<file path="src/rtl/conv_mac_accumulator.sv">
// Window accumulator behind the signed 8x8 multiplier: sums TAPS signed products,
// rounds/shifts by SHIFT, saturates to OUT_W bits and holds the result on a
// valid/ready output register.
module conv_mac_accumulator #(
  parameter int unsigned TAPS  = 9,
  parameter int unsigned ACC_W = 24,
  parameter int unsigned SHIFT = 0,
  parameter int unsigned OUT_W = 16
) (
  input  logic             clk,
  input  logic             rst_n,
  input  logic             clear,
  input  logic             in_valid,
  output logic             in_ready,
  input  logic [15:0]      in_product,
  output logic             out_valid,
  input  logic             out_ready,
  output logic [OUT_W-1:0] out_data,
  output logic             out_sat,
  output logic             busy
);

  localparam int unsigned CntW = (TAPS > 1) ? $clog2(TAPS) : 1;

  // Saturation bounds in the guarded (ACC_W+1)-bit domain.
  localparam logic signed [ACC_W:0] SatMax = {{(ACC_W + 2 - OUT_W){1'b0}}, {(OUT_W - 1){1'b1}}};
  localparam logic signed [ACC_W:0] SatMin = ~SatMax;

  if (TAPS < 1 || TAPS > 256) begin : gen_taps_check
    $error("TAPS must be in 1..256");
  end
  if (ACC_W < 16 + $clog2(TAPS)) begin : gen_acc_w_check
    $error("ACC_W must be at least 16 + clog2(TAPS)");
  end
  if (OUT_W < 2 || OUT_W > ACC_W || SHIFT >= ACC_W) begin : gen_width_check
    $error("OUT_W must be in 2..ACC_W and SHIFT below ACC_W");
  end

  logic signed [ACC_W-1:0] acc_q, acc_d;
  logic [CntW-1:0]         count_q, count_d;
  logic                    out_valid_q, out_valid_d;
  logic [OUT_W-1:0]        out_data_q, out_data_d;
  logic                    out_sat_q, out_sat_d;

  logic signed [ACC_W-1:0] ext, sum;
  logic signed [ACC_W:0]   sum_g, rnd;
  logic                    accept, last_beat, sat_hi, sat_lo;

  assign in_ready  = !clear && (!out_valid_q || out_ready);
  assign accept    = in_valid && in_ready;
  assign ext       = ACC_W'($signed(in_product));
  assign sum       = (count_q == '0) ? ext : acc_q + ext;
  assign last_beat = (count_q == CntW'(TAPS - 1));

  // One guard bit so the rounding add cannot wrap.
  assign sum_g = {sum[ACC_W-1], sum};

  if (SHIFT > 0) begin : gen_round
    localparam logic signed [ACC_W:0] Half = (ACC_W + 1)'(1) << (SHIFT - 1);
    assign rnd = (sum_g + Half) >>> SHIFT;
  end else begin : gen_no_round
    assign rnd = sum_g;
  end

  assign sat_hi = (rnd > SatMax);
  assign sat_lo = (rnd < SatMin);

  // Next-state: accumulate, flush on clear, load the output register on the final beat.
  always_comb begin
    acc_d       = acc_q;
    count_d     = count_q;
    out_valid_d = out_valid_q;
    out_data_d  = out_data_q;
    out_sat_d   = out_sat_q;
    if (out_valid_q && out_ready) begin
      out_valid_d = 1'b0;
    end
    if (clear) begin
      acc_d   = '0;
      count_d = '0;
    end else if (accept) begin
      if (last_beat) begin
        acc_d       = '0;
        count_d     = '0;
        out_valid_d = 1'b1;
        out_sat_d   = sat_hi || sat_lo;
        if (sat_hi) begin
          out_data_d = SatMax[OUT_W-1:0];
        end else if (sat_lo) begin
          out_data_d = SatMin[OUT_W-1:0];
        end else begin
          out_data_d = rnd[OUT_W-1:0];
        end
      end else begin
        acc_d   = sum;
        count_d = count_q + 1'b1;
      end
    end
  end

  // State registers with asynchronous reset.
  always_ff @(posedge clk or negedge rst_n) begin
    if (!rst_n) begin
      acc_q       <= '0;
      count_q     <= '0;
      out_valid_q <= 1'b0;
      out_data_q  <= '0;
      out_sat_q   <= 1'b0;
    end else begin
      acc_q       <= acc_d;
      count_q     <= count_d;
      out_valid_q <= out_valid_d;
      out_data_q  <= out_data_d;
      out_sat_q   <= out_sat_d;
    end
  end

  assign out_valid = out_valid_q;
  assign out_data  = out_data_q;
  assign out_sat   = out_sat_q;
  assign busy      = (count_q != '0);

endmodule

</file>
<file path="config.mk">
export PLATFORM = sky130hd
export DESIGN_NAME = conv_mac_accumulator
export DESIGN_NICKNAME = d
export VERILOG_FILES = /design/src/rtl/conv_mac_accumulator.sv
export SDC_FILE = /design/constraint.sdc
export NUM_CORES = 1
export LEC_CHECK = 0
export ABC_CLOCK_PERIOD_IN_PS = 5300
export CAP_MARGIN = 40
export CORE_MARGIN = 2
export CORE_UTILIZATION = 42
export DETAILED_ROUTE_END_ITERATION = 16
export PLACE_DENSITY = 0.64
export SYNTH_ARGS = -nofsm -noshare
export SYNTH_HDL_FRONTEND = slang
export SYNTH_SLANG_ARGS = --single-unit
</file>
<file path="constraint.sdc">
create_clock -name clk -period 5.3 [get_ports clk]
set_input_delay 1.06 -clock clk [delete_from_list [all_inputs] [get_ports clk]]
set_output_delay 1.06 -clock clk [all_outputs]
set_load 0.005 [all_outputs]
</file>
==> flow_summary.toml <==
[die]
initial_core_util_pct = 42.8
fp.dieW_um = 95.1
core_area_um2 = 8130
dieArea_um2 = 9040
fp-row-count = 33
ios = 41
die_h_um = 95.1

[placed_design]
dp_hpwl_um = 6860
portBuffers = 40
place_ws_ps = 383
gp_congestion = 0.909

[timing]
tightest_slew_ps = 851
fin_tns_setup_ps = 0
period_needed_ps = 4640
setup_ws_ps = 659
fmaxAchievable_ghz = 0.215
relSlewSlack_pct = 43.1
fin_skew_ps = 13.0
slew_violations = 0
hold_viol = 0
setup_violations = 0
timing.final.crit_share_pct = 87.6
rsz0062_at_grt = "false"

[synth]
synth_seq_cells = 46
ys_warn_count = 0
ys_seq_area_share_pct = 33.0
synthTopCellsByArea = "dfrtp_1, ha_1, nand2_1, o21ai_0, a21oi_1"
synthArstFlopShare_pct = 100
ys_types = 61
synth_edf_count = 0
syn-num-nets = 451
avgSynthCellArea_um2 = 8.63
synth-main-ff-cell = "dfrtp_1"
yosys.area.top_type_share_pct = 33.0
synth_area_leader_cell = "dfrtp_1"
postSynthCellCount = 404
syn-cell-area_um2 = 3480

[worst_hold_path]
hold_start = "acc_q[13]"
holdCritPathClass = "flop to flop"

[flow_run]
cap_violations = 0

[global_route]
first_global_vias = 2962
grt_pass1_wl_um = 15300
grt_max_degree = 36
gr-usage-all-layers_pct = 21.5
antenna_found_initial = 0
grt_remaining_overflow = 0

[setup_path]
endpoint_kind = "flop"
timing.rr.start = "acc_q[0]"
cp-endpoint = "out_data[12]"
cp.depth = 13
cp.buffers_inverters = 1
required_ps = 5500
slowest_stage = "a221oi_2"
crit_fanout = 9
worstRegToRegCells = 12
slowest_delay_ps = 490
path_class = "primary input to flop"
cp-start-kind = "primary input"
critPathTopFamily = "compound AO/OA/AOI/OAI gates"
arrival_ps = 4840
rrSetupSlack_ps = 1480
crit_chain = "clkdlybuf4s50_1, ha_1, fa_1, a21o_1, a221o_2, a221oi_2, o221ai_2, xnor2_2, o2111ai_1, o41ai_2, a21o_1, nand2_4, o22a_1"
r2r_end = "out_data[12]"
cp_common_cell = "a21o_1"
startpoint = "in_product[0]"

[clock_tree]
cts_resized = 0
clock_path_buffers = 2
cts_max_level = 2
post_cts_buffers = 0
cts_root_buf = "clkbuf_8"
cts_tree = "yes"
cts_sinks = 46
cts_buffers = 5
ctsHoldBuffers = 0
clock_latency_ps = 310
cts.clk_slew.worst_paths_ps = 100

[detailed_routing]
drt.antenna.violating_nets = 0
vias = 3108
post_drt_wl_per_cell_um = 16.8
vias_per_cell = 5.74
drt_iter0_markers = 169
first_pass_iters = 5
wl_um = 9110
drc_errors = 0

[run_status]
outcome = "finished clean"

[layout]
fill_cells = 765
final_layout_size_suffix_gt1_share_pct = 9.17
multiInputGateArea_um2 = 2160
regArea_um2 = 1150
area_growth_pct = 15.6
nNetsFinal = 482
antenna_cells = 0

[power_and_ir_drop]
p_sw_share_pct = 39.4
leakage_nw = 1.76
cellInternalPower_mw = 0.723
p_switching_mw = 0.471
powerDensity_nw_per_um2 = 296
p_seq_share_pct = 33.8
p_comb_share_pct = 43.1
irDropWorstVdd_uv = 149
power_frac_clock_pct = 23.1
==> worst min path at each step <==
stage,endpoint,slack (ps),cells past startpoint
after floorplan,acc_q[18],450,1
after CTS,acc_q[13],500,2
final,acc_q[13],490,2
after global placement,acc_q[10],470,2
after detailed placement,acc_q[13],480,2
after global routing,acc_q[13],520,2
==> per-layer routing <==
layer	share of wire (%)	vias to the layer above	global-route usage, %
met5	0	-	0
met4	0.83	0	3.86
met3	5.1	8	2.69
met2	44	94	32.3
met1	50	1473	33.4
li1	-	1533	-
==> power by group through the flow <==
stage / logic, mW / registers, mW / clock network [mW]
after floorplan: 0.390 / 0.405 / 0
after global placement: 0.502 / 0.410 / 0
after detailed placement: 0.507 / 0.411 / 0
after CTS: 0.510 / 0.404 / 0.286
after global routing: 0.573 / 0.408 / 0.300
final: 0.515 / 0.404 / 0.276
==> logic make-up (layout without fill, tap and decap cells) <==
family,count (synthesis),in the layout,share of synthesized area [%]
AO/OA/AOI/OAI,147,147,28.3
buffers and inverters,30,62,5.03
XOR/XNOR,18,18,5.17
adder cells (fa/ha/maj),26,26,9.55
multiplexers,3,3,0.862
AND/OR/NAND/NOR,134,134,18.0
flip-flops,46,46,33.0
==> cells in the mapped netlist (all sizes together), types with 2 or more instances <==
library cell and number:
nand4 7, a31oi 6, or4 2, xor2 10, xnor2 8, a21oi 35, ha 25, a22o 10
o211ai 5, and3 3, nand3 10, nor2 28, nand2 67, o21a 2, and2 5, mux2i 3
o211a 2, nor2b 2, nand3b 2, a41oi 3, o22a 9, inv 10, a21o 10, dfrtp 46
nor3 4, a21boi 2, a31o 3, o21ai 49, buf 7, clkbuf 13, o221ai 2, o2111ai 3
==> cells in the final DEF (no fill, tap or decap), types with 4 or more instances in the layout <==
cell type / netlist / final
ha_1: 25 / 25
nand4_1: 7 / 7
nand3_1: 9 / 9
nor2_2: 8 / 8
o22a_1: 9 / 9
nand2_1: 66 / 66
xnor2_1: 6 / 6
dfrtp_1: 46 / 46
o211ai_1: 4 / 4
nor2_1: 20 / 20
xor2_1: 9 / 9
o21ai_0: 46 / 46
nor3_1: 4 / 4
inv_1: 8 / 8
a31oi_1: 6 / 6
clkdlybuf4s50_1: 0 / 39
a21oi_1: 35 / 35
a21o_1: 10 / 10
a22o_1: 10 / 10
clkbuf_8: 1 / 5
==> worst min-delay path: cells and delay by family (launching register included) <==
family,cells,cell delay [ps]
AND/OR/NAND/NOR,1,50
flip-flops,1,360
AO/OA/AOI/OAI,1,60
==> stage by stage <==
step	area (um2)	std cells	hold slack [ps]	total power, mW	utilization [%]
after detailed placement	3920	533	475	0.918	48.1
after global routing	4030	541	517	1.28	49.5
final	4030	541	493	1.19	49.5
after CTS	4030	541	498	1.20	49.5
after global placement	3890	531	466	0.912	47.8
after floorplan	3480	404	453	0.795	-
==> final cells by class <==
cell class	count	share of cell area (%)
clock buffers	5	1.71
clock inverters	3	1.09
inverters	10	0.932
multi-input cells	328	53.6
flip-flops and latches	46	28.6
well taps	105	3.26
repair buffers	44	10.9
==> sequential cells by signal, summed over array words and instances, names as in the netlist <==
signal	flops
acc_q	24
out_data	16
out_valid	1
out_sat	1
count_q	4
(Power assumes the default switching activity.)
